--- src/rtl/vec_pkg.sv ---
// Shared constants, types and decode helpers for the vector instruction front end.
// Holds encodings, ALU codes, the control state enum and the pure decode function.
package vec_pkg;

    localparam int VLEN = 256;

    localparam logic [6:0] OPC_VEC   = 7'b1010111;
    localparam logic [6:0] OPC_LOAD  = 7'b0000111;
    localparam logic [6:0] OPC_STORE = 7'b0100111;

    localparam logic [2:0] F3_OPIVV = 3'b000;
    localparam logic [2:0] F3_OPCFG = 3'b111;

    // Vector memory element widths carried in the funct3 slot
    localparam logic [2:0] MW_E8  = 3'b000;
    localparam logic [2:0] MW_E16 = 3'b101;
    localparam logic [2:0] MW_E32 = 3'b110;
    localparam logic [2:0] MW_E64 = 3'b111;

    localparam logic [5:0] F6_VADD = 6'b000000;
    localparam logic [5:0] F6_VSUB = 6'b000010;
    localparam logic [5:0] F6_VAND = 6'b001001;
    localparam logic [5:0] F6_VOR  = 6'b001010;
    localparam logic [5:0] F6_VXOR = 6'b001011;

    typedef enum logic [2:0] {
        ALU_ADD = 3'd0,
        ALU_SUB = 3'd1,
        ALU_AND = 3'd2,
        ALU_OR  = 3'd3,
        ALU_XOR = 3'd4
    } alu_op_t;

    typedef enum logic [1:0] {
        IDLE,
        ISSUE,
        GAP
    } state_t;

    typedef enum logic [1:0] {
        CLS_ILLEGAL,
        CLS_ALU,
        CLS_LDST,
        CLS_VLEN
    } instr_class_t;

    typedef struct packed {
        instr_class_t cls;
        alu_op_t      alu_op;
        logic [4:0]   s1;
        logic [4:0]   s2;
        logic [4:0]   dest;
        logic [7:0]   vtype;
        logic [5:0]   vl;
    } decode_t;

    typedef struct packed {
        logic       is_alu;
        logic       is_ldst;
        logic       is_vlen;
        logic       illegal;
        alu_op_t    alu_op;
        logic [4:0] s1;
        logic [4:0] s2;
        logic [4:0] dest;
    } issue_t;

    // vl = min(avl, VLEN / SEW) with SEW = 8 << vsew
    function automatic logic [5:0] calc_vl(input logic [4:0] avl, input logic [2:0] vsew);
        logic [5:0] vlmax;
        vlmax = 6'(VLEN >> (3 + int'(vsew)));
        return ({1'b0, avl} < vlmax) ? {1'b0, avl} : vlmax;
    endfunction

    function automatic decode_t decode(input logic [31:0] instr);
        decode_t    d;
        logic [6:0] opcode;
        logic [2:0] funct3;
        opcode = instr[6:0];
        funct3 = instr[14:12];
        d      = '0;
        d.cls  = CLS_ILLEGAL;

        if (opcode == OPC_VEC && funct3 == F3_OPIVV && instr[25]) begin
            case (instr[31:26])
                F6_VADD: begin d.cls = CLS_ALU; d.alu_op = ALU_ADD; end
                F6_VSUB: begin d.cls = CLS_ALU; d.alu_op = ALU_SUB; end
                F6_VAND: begin d.cls = CLS_ALU; d.alu_op = ALU_AND; end
                F6_VOR:  begin d.cls = CLS_ALU; d.alu_op = ALU_OR;  end
                F6_VXOR: begin d.cls = CLS_ALU; d.alu_op = ALU_XOR; end
                default: d.cls = CLS_ILLEGAL;
            endcase
            if (d.cls == CLS_ALU) begin
                d.s1   = instr[19:15];
                d.s2   = instr[24:20];
                d.dest = instr[11:7];
            end
        end else if ((opcode == OPC_LOAD || opcode == OPC_STORE) &&
                     (funct3 == MW_E8 || funct3 == MW_E16 ||
                      funct3 == MW_E32 || funct3 == MW_E64)) begin
            d.cls  = CLS_LDST;
            d.s1   = instr[19:15];
            d.dest = instr[11:7];
        end else if (opcode == OPC_VEC && funct3 == F3_OPCFG &&
                     instr[31:30] == 2'b11 && !instr[25]) begin
            // vsew = instr[25:23]; bit 25 set means an unsupported SEW
            d.cls   = CLS_VLEN;
            d.vtype = instr[27:20];
            d.vl    = calc_vl(instr[19:15], instr[25:23]);
        end
        return d;
    endfunction

endpackage

--- src/rtl/vec_instr_fifo.sv ---
// Synchronous show-ahead FIFO with full/empty flags; writes are refused while full,
// even when a read happens on the same edge.
module vec_instr_fifo #(
    parameter int WIDTH = 32,
    parameter int DEPTH = 4
) (
    input  logic             clk,
    input  logic             rst,
    input  logic             wr_en,
    input  logic [WIDTH-1:0] wr_data,
    input  logic             rd_en,
    output logic [WIDTH-1:0] rd_data,
    output logic             full,
    output logic             empty
);

    localparam int PTR_W = (DEPTH > 1) ? $clog2(DEPTH) : 1;
    localparam int CNT_W = $clog2(DEPTH + 1);

    logic [WIDTH-1:0] mem [DEPTH];
    logic [PTR_W-1:0] wr_ptr;
    logic [PTR_W-1:0] rd_ptr;
    logic [CNT_W-1:0] count;
    logic             do_wr;
    logic             do_rd;

    function automatic logic [PTR_W-1:0] next_ptr(input logic [PTR_W-1:0] p);
        return (p == PTR_W'(DEPTH - 1)) ? '0 : p + 1'b1;
    endfunction

    assign full    = (count == CNT_W'(DEPTH));
    assign empty   = (count == '0);
    assign do_wr   = wr_en && !full;
    assign do_rd   = rd_en && !empty;
    assign rd_data = mem[rd_ptr];

    // NOTE: state registers use non-blocking assignments so every flop samples
    // the pre-edge values, independent of statement order.
    always_ff @(posedge clk or posedge rst) begin
        if (rst) begin
            wr_ptr <= '0;
            rd_ptr <= '0;
            count  <= '0;
        end else begin
            if (do_wr) wr_ptr <= next_ptr(wr_ptr);
            if (do_rd) rd_ptr <= next_ptr(rd_ptr);
            case ({do_wr, do_rd})
                2'b10:   count <= count + 1'b1;
                2'b01:   count <= count - 1'b1;
                default: count <= count;
            endcase
        end
    end

    // NOTE: storage is deliberately left out of reset; the empty flag guards
    // every read, so stale contents are never consumed.
    always_ff @(posedge clk) begin
        if (do_wr) mem[wr_ptr] <= wr_data;
    end

endmodule

--- src/rtl/vec_instr_decoder.sv ---
// Vector instruction decoder: buffers words, pops one at a time in IDLE and holds the
// decoded issue until the controller reports completion, followed by a one-cycle gap.
module vec_instr_decoder
    import vec_pkg::*;
(
    input  logic        clk,
    input  logic        rst,
    input  logic [31:0] instr_in,
    input  logic        instr_valid,
    output logic        instr_ready,
    output logic [2:0]  ALU_op_to_controller,
    output logic [4:0]  address_s1_to_controller,
    output logic [4:0]  address_s2_to_controller,
    output logic [4:0]  address_destination_to_controller,
    output logic        is_alu_op,
    output logic        is_load_store_op,
    output logic        is_vlen_op,
    input  logic        op_done,
    output logic [7:0]  vtype_out,
    output logic [5:0]  vl_out,
    output logic        illegal_instr
);

    logic        fifo_full;
    logic        fifo_empty;
    logic        pop;
    logic [31:0] head;
    decode_t     dec;
    state_t      state_q, state_d;
    issue_t      out_q, out_d;
    logic [7:0]  vtype_q, vtype_d;
    logic [5:0]  vl_q, vl_d;

    vec_instr_fifo #(
        .WIDTH (32),
        .DEPTH (4)
    ) u_fifo (
        .clk     (clk),
        .rst     (rst),
        .wr_en   (instr_valid),
        .wr_data (instr_in),
        .rd_en   (pop),
        .rd_data (head),
        .full    (fifo_full),
        .empty   (fifo_empty)
    );

    assign dec = decode(head);

    // NOTE: every signal written here gets a default first, so no path through
    // the case can leave one unassigned and infer a latch.
    always_comb begin
        state_d       = state_q;
        out_d         = out_q;
        out_d.illegal = 1'b0;
        vtype_d       = vtype_q;
        vl_d          = vl_q;
        pop           = 1'b0;

        case (state_q)
            IDLE: begin
                out_d = '0;
                if (!fifo_empty) begin
                    pop = 1'b1;
                    if (dec.cls == CLS_ILLEGAL) begin
                        out_d.illegal = 1'b1;
                    end else begin
                        out_d.is_alu  = (dec.cls == CLS_ALU);
                        out_d.is_ldst = (dec.cls == CLS_LDST);
                        out_d.is_vlen = (dec.cls == CLS_VLEN);
                        out_d.alu_op  = dec.alu_op;
                        out_d.s1      = dec.s1;
                        out_d.s2      = dec.s2;
                        out_d.dest    = dec.dest;
                        state_d       = ISSUE;
                        if (dec.cls == CLS_VLEN) begin
                            vtype_d = dec.vtype;
                            vl_d    = dec.vl;
                        end
                    end
                end
            end
            ISSUE: begin
                if (op_done) begin
                    out_d   = '0;
                    state_d = GAP;
                end
            end
            GAP: begin
                out_d   = '0;
                state_d = IDLE;
            end
            default: begin
                out_d   = '0;
                state_d = IDLE;
            end
        endcase
    end

    always_ff @(posedge clk or posedge rst) begin
        if (rst) begin
            state_q <= IDLE;
            out_q   <= '0;
            vtype_q <= '0;
            vl_q    <= '0;
        end else begin
            state_q <= state_d;
            out_q   <= out_d;
            vtype_q <= vtype_d;
            vl_q    <= vl_d;
        end
    end

    assign instr_ready                       = !fifo_full;
    assign is_alu_op                         = out_q.is_alu;
    assign is_load_store_op                  = out_q.is_ldst;
    assign is_vlen_op                        = out_q.is_vlen;
    assign illegal_instr                     = out_q.illegal;
    assign ALU_op_to_controller              = out_q.alu_op;
    assign address_s1_to_controller          = out_q.s1;
    assign address_s2_to_controller          = out_q.s2;
    assign address_destination_to_controller = out_q.dest;
    assign vtype_out                         = vtype_q;
    assign vl_out                            = vl_q;

endmodule

--- config.mk ---
export PLATFORM = sky130hd
export DESIGN_NAME = vec_instr_decoder
export DESIGN_NICKNAME = d
export VERILOG_FILES = /design/src/rtl/vec_pkg.sv /design/src/rtl/vec_instr_fifo.sv /design/src/rtl/vec_instr_decoder.sv
export SDC_FILE = /design/constraint.sdc
export NUM_CORES = 1
export LEC_CHECK = 0
export CORE_MARGIN = 2
export CORE_UTILIZATION = 28
export DETAILED_ROUTE_END_ITERATION = 10
export PLACE_DENSITY = 0.5
export SYNTH_ARGS = -nofsm -noshare
export SYNTH_HDL_FRONTEND = slang
export SYNTH_HIERARCHICAL = 1
export SYNTH_SLANG_ARGS = --single-unit
--- constraint.sdc ---
create_clock -name clk -period 3.14 [get_ports clk]
set_clock_uncertainty 0.2 [all_clocks]
set_input_delay 0.471 -clock clk [delete_from_list [all_inputs] [get_ports clk]]
set_output_delay 0.471 -clock clk [all_outputs]
set_load 0.005 [all_outputs]
# == Word-level counts from Yosys, hierarchy flattened ==
# Memories as Yosys holds them, arrays and structs flattened.
# Cells that the tools add are included.
# totals
regBits,45
mem_bits_rw,128
input_bits,36
output_inout_bits,37
wordCells,106
n_memories,1
# classes
add_sub_neg,5
order_cmp,1
n_eq_ne,24
n_shift,1
mux,34
n_bitwise,2
reduce_logical,24
# memory_table
memory,depth,word_bits,rd,rd_clocked_by_memory_dff,write_ports,line_no,text
u_fifo.mem,4,32,1,0,1,vec_instr_fifo.sv:20,logic [WIDTH-1:0] mem [DEPTH];
# ops
cell,n
22-bit two-way mux,2
22-bit case mux with 2 select lines,1
14-bit two-way mux,3
5-bit two-way mux,5
"6-bit by 4-bit equality test with 1-bit output, second input constant",3
18-bit two-way mux,1
2-bit two-way mux,9
15-bit two-way mux,1
"2-bit equality test, second input constant",6
"3-bit equality test, second input constant",4
3-bit case mux with 4 select lines,1
"9-bit by 4-bit right shift with 6-bit output, first input constant",1
"2-bit by 1-bit equality test with 1-bit output, second input constant",4
1-bit logical AND,8
"7-bit by 3-bit equality test with 1-bit output, second input constant",1
"7-bit by 6-bit equality test with 1-bit output, second input constant",1
"7-bit equality test, second input constant",1
"6-bit by 2-bit equality test with 1-bit output, second input constant",1
3-bit zero test,2
6-bit zero test,1
5-bit by 6-bit less-than comparator with 1-bit output,1
1-bit two-way mux,6
3-bit two-way mux,2
6-bit two-way mux,1
other kinds (15),25

# == Logic depth before layout (Yosys ltp) ==
# An unclocked memory read counts as a cell.
# depth
depth_word,12
depth_mapped,10
depth_no_buf,10

# == Modules after synthesis ==
# The synthesis kept the hierarchy.
# by_module_without_submodules
mod,n_inst,cells_each,area_per_inst_um2,seq_area_each_um2
vec_instr_fifo,1,209,5119.9,4018.9
vec_instr_decoder,1,173,1813.0,950.9

# == Least setup slack after synthesis ==
# Ideal clock, no wire load.
# synth_path
kind,reg2reg
from,reg u_fifo.rd_ptr[0]
to,reg vl_q[2] (netlist: vl_out[2])
setup_ns,0.082
t_arrival_ns,2.776
required_ns,2.858
slack_ns,0.082
stages_incl_launch_ff,11
n_path_buf,1
synth_period_minus_slack_ns,3.058
cell_sequence,dfrtp_1 buf_6 mux4_1 nand2b_1 nor2_1 inv_1 ha_1 or4b_1 a211oi_1 o21ai_0 a31oi_1
# synth_via
word_cells_on_any_way,42
cone_classes,1 x add/sub; 1 x order compare; 12 x eq/ne; 1 x shift; 9 x mux; 1 x bitwise; 16 x reduce/logical; 1 x memory
# synth_lines
item,line_no,text
"start, declared",vec_instr_fifo.sv:22,logic [PTR_W-1:0] rd_ptr;
"start signal, assigned",vec_instr_fifo.sv:46,if (do_rd) rd_ptr <= next_ptr(rd_ptr);
memory read 4 x 32 bit (*),n/a,
net head[24],vec_instr_decoder.sv:27,logic [31:0] head;
2-bit by 3-bit adder with 4-bit output (*),vec_pkg.sv:71,vlmax = 6'(VLEN >> (3 + int'(vsew)));
9-bit by 4-bit right shift with 6-bit output (*),vec_pkg.sv:71,
5-bit by 6-bit less-than comparator with 1-bit output,vec_pkg.sv:72,"return ({1'b0, avl} < vlmax) ? {1'b0, avl} : vlmax;"
6-bit two-way mux (*),vec_pkg.sv:72,
14-bit two-way mux (*),vec_pkg.sv:104,end else if (opcode == OPC_VEC && funct3 == F3_OPCFG &&
14-bit two-way mux (*),vec_pkg.sv:98,end else if ((opcode == OPC_LOAD || opcode == OPC_STORE) &&
14-bit two-way mux (*),vec_pkg.sv:84,if (opcode == OPC_VEC && funct3 == F3_OPIVV && instr[25]) begin
"end signal, assigned",vec_instr_decoder.sv:110,vl_q <= vl_d;
"end, declared",vec_instr_decoder.sv:32,"logic [5:0] vl_q, vl_d;"
# The timed path passes the listed nets; every way through them passes the cells marked *. The select of a mux whose other input is x is not followed.
# A chain may end at the register's enable or synchronous reset.

# == Worst setup path after layout ==
# layout_path
from,reg u_fifo.rd_ptr[0]
to,reg vl_q[4] (netlist: vl_out[4])
# Same word-level chain as after synthesis.

==> key figures <==
Worst setup path
  – Reg-to-Reg Start: u_fifo/rd_ptr[0]$_DFFE_PP0P_
  – Worst path required time: 3.29 ns
  – CP arrival: 3.12 ns
  – CP Max Fanout: 6
  – CP Launch Point: u_fifo/rd_ptr[0]$_DFFE_PP0P_
  – CP Capture Point: vl_out[4]$_DFFE_PP0P_
  – FF-to-FF path depth: 9
  – Worst Setup End Kind: flop
  – CP Launch Type: flop
  – R2R Path End: vl_out[4]$_DFFE_PP0P_
  – CP Class: flop to flop
  – R2R setup slack: 0.17 ns

Synth
  – Cell area after synthesis: 0.00693 mm²
  – Synthesized flop and latch total: 173
  – EDFF count, synth: 128
  – Post-Syn Nets: 429
  – Synth async-reset ratio: 26.0%
  – Post-Syn Instances: 382
  – Count of cell types in the netlist: 53
  – Synth warn: 6
  – Synth Flop Type: edfxtp_1
  – Syn avg cell area: 18.1 µm²
  – Sequential element share of the synthesized area: 71.7%

CTS
  – Setup Buffers After CTS: 0
  – Clk buf depth: 2
  – CTS sink count: 173
  – H-tree Lvls: 4
  – Post-CTS Hold Fix Bufs: 0
  – TritonCTS buffer count: 17
  – CTS Root Cell: clkbuf_16
  – Worst-path clk slew: 0.07 ns
  – CTS resizes: 0
  – Worst skew pair latency: 0.42 ns
  – CTS tree: built

Die
  – DIE AREA: 0.0260 mm²
  – Core region area: 0.0243 mm²
  – FP Rows: 57
  – Height of the die: 161 µm
  – Initial Utilization: 28.5%
  – Die width: 161 µm
  – Top-level I/O count: 73

STA
  – Final hold viol count: 0
  – Final setup viols: 0
  – RSZ-0062 raised after global routing: yes
  – Slew Limit Fails: 0
  – Worst-margin pin slew: 0.492 ns
  – Fmax: 337 MHz
  – Tcrit/Tclk final: 94.5%
  – Fin crit period: 2.97 ns
  – Worst rel slew slack: 67.2%

Detailed routing
  – DR pass1 iterations: 4
  – Via count: 3655
  – Drt first-iter violations: 161
  – DRC viols: 0
  – Routed Antenna Nets: 0
  – Wire per inst: 17.6 µm
  – Via density: 4.44
  – Routed WL: 14500 µm

Placement
  – IO Port Bufs: 72
  – Post-placement cell count: 791
  – Gpl congestion: 0.772
  – Placed inst area: 0.00814 mm²
  – Hpwl dp: 10300 µm

Cells and area
  – Layout fillers: 2253
  – Commonest cells after routing, fill and taps aside: 128 x edfxtp_1, 72 x clkdlybuf4s50_1, 44 x dfrtp_1
  – Ant diodes: 0
  – # nets final: 533
  – Final instance area: 0.00874 mm²
  – Post-Layout Cell Count: 823
  – Core Util, Final: 35.9%
  – Commonest non-fill, non-tap cell in the layout: edfxtp_1
  – Area grow syn2layout: 26.1%
  – Layout cells sized above 1: 22.8%

Global routing
  – Largest net degree at the start of global routing: 39
  – Antenna violations before repair: 0
  – Global-route usage over all layers: 11.9%
  – First-pass GRT wire length: 23300 µm
  – Remaining Overflow, GRT: 0
  – Vias in the first global route: 3910

Power
  – Worst vdd ir: 0.286 mV
  – Pwr dens: 852 mW/mm²
  – Leak Pwr: 3.12 nW
  – Total Power: 7.45 mW

Flow run
  – Max-cap violation count: 0

Status
  – Status: complete, no violations

Min path
  – Min-Delay Path Class: input pin to async pin
-- power by group --
| part | switching (mW) | internal, mW |
|---|---|---|
| clock network | 0.887 | 1.18 |
| logic | 1.29 | 1.05 |
| registers | 0.135 | 2.90 |
| total | 2.31 | 5.13 |
-- through the flow --
step	hold slack, ns	setup WS [ns]	setup TNS (ns)
detailed placement	0.261	0.0394	0
floorplan	0.0744	0.0824	0
global placement	0.260	0.0927	0
finish	0.161	0.172	0
global route	0.197	-0.0187	-0.0362
CTS	0.170	0.0350	0
-- routing by layer --
layer / GRT usage (%) / share of wire, % / vias to the layer above
met5: 0 / 0 / -
met4: 3.77 / 1.2 / 0
met3: 3.34 / 4.3 / 13
met2: 18.4 / 46 / 71
met1: 16.4 / 48 / 1867
li1: - / - / 1704
-- synthesized netlist by cell type, types with 2 or more instances --
cell type / number / area, µm²
xor2_1: 3 / 26.3
nor2_1: 6 / 22.5
a22o_1: 6 / 52.6
a221o_1: 2 / 20.0
buf_6: 2 / 22.5
nand2_1: 33 / 124
a31oi_1: 3 / 18.8
edfxtp_1: 128 / 3840
nand2b_1: 3 / 18.8
and2_1: 8 / 50.1
inv_1: 12 / 45.0
a211oi_1: 2 / 15.0
o21ai_0: 12 / 60.1
o21ai_1: 10 / 50.1
dfrtp_1: 45 / 1130
nand4b_1: 2 / 17.5
ha_1: 10 / 125
buf_12: 3 / 60.1
clkbuf_1: 5 / 18.8
a21o_1: 2 / 15.0
nor3_1: 4 / 20.0
buf_2: 3 / 15.0
mux4_2: 28 / 631
and3b_1: 3 / 26.3
nor3b_1: 2 / 15.0
mux2_2: 11 / 124
mux4_1: 4 / 105
a21oi_1: 5 / 25.0
-- sequential cells by signal, summed over array words and instances, names as in the netlist, 2 cells and up --
name,count
vtype_out,8
address_destination_to_controller,5
u_fifo/count,3
ALU_op_to_controller,3
state_q,2
u_fifo/rd_ptr,2
address_s1_to_controller,5
u_fifo/mem,128
address_s2_to_controller,5
u_fifo/wr_ptr,2
vl_out,6
-- how the worst min path moves through the flow --
| stage | from | end |
|---|---|---|
| final | rst | u_fifo/count[1]$_DFFE_PP0P_ |
| after floorplan | rst | u_fifo/count[0]$_DFFE_PP0P_ |
| after global placement | is_vlen_op$_DFFE_PP0P_ | is_vlen_op$_DFFE_PP0P_ |
| after detailed placement | ALU_op_to_controller[0]$_DFFE_PP0P_ | ALU_op_to_controller[0]$_DFFE_PP0P_ |
| after CTS | rst | u_fifo/count[1]$_DFFE_PP0P_ |
| after global routing | rst | u_fifo/count[1]$_DFFE_PP0P_ |
-- final cells by class --
| cell class | instances | area, µm² | share of cell area [%] |
|---|---|---|---|
| clock buffers | 17 | 425 | 4.87 |
| multi-input cells | 184 | 1810 | 20.7 |
| repair buffers | 98 | 920 | 10.5 |
| flip-flops and latches | 173 | 4970 | 56.9 |
| well taps | 324 | 405 | 4.64 |
| inverters | 12 | 45.0 | 0.515 |
| clock inverters | 15 | 161 | 1.85 |
-- critical path: stages, from the launching register on --
cell and delay (ns):
dfrtp_2 0.44, mux4_1 0.59, nand2b_1 0.22, nor2_2 0.12, inv_1 0.05, ha_1 0.20
or4b_1 0.53, a211oi_2 0.25, o21ai_0 0.13, a31oi_1 0.17
-- kinds of logic (layout without fill, tap and decap cells) --
logic type	after synthesis	in the layout	synth area share [%]
flops	173	173	71.7
simple gates	78	78	6.52
compound gates	47	47	4.33
mux	44	44	12.5
buf+inv	25	142	2.33
fa+ha+maj	11	11	2.09
xor+xnor	4	4	0.505
Note: power is estimated with default switching activity, not from simulation.
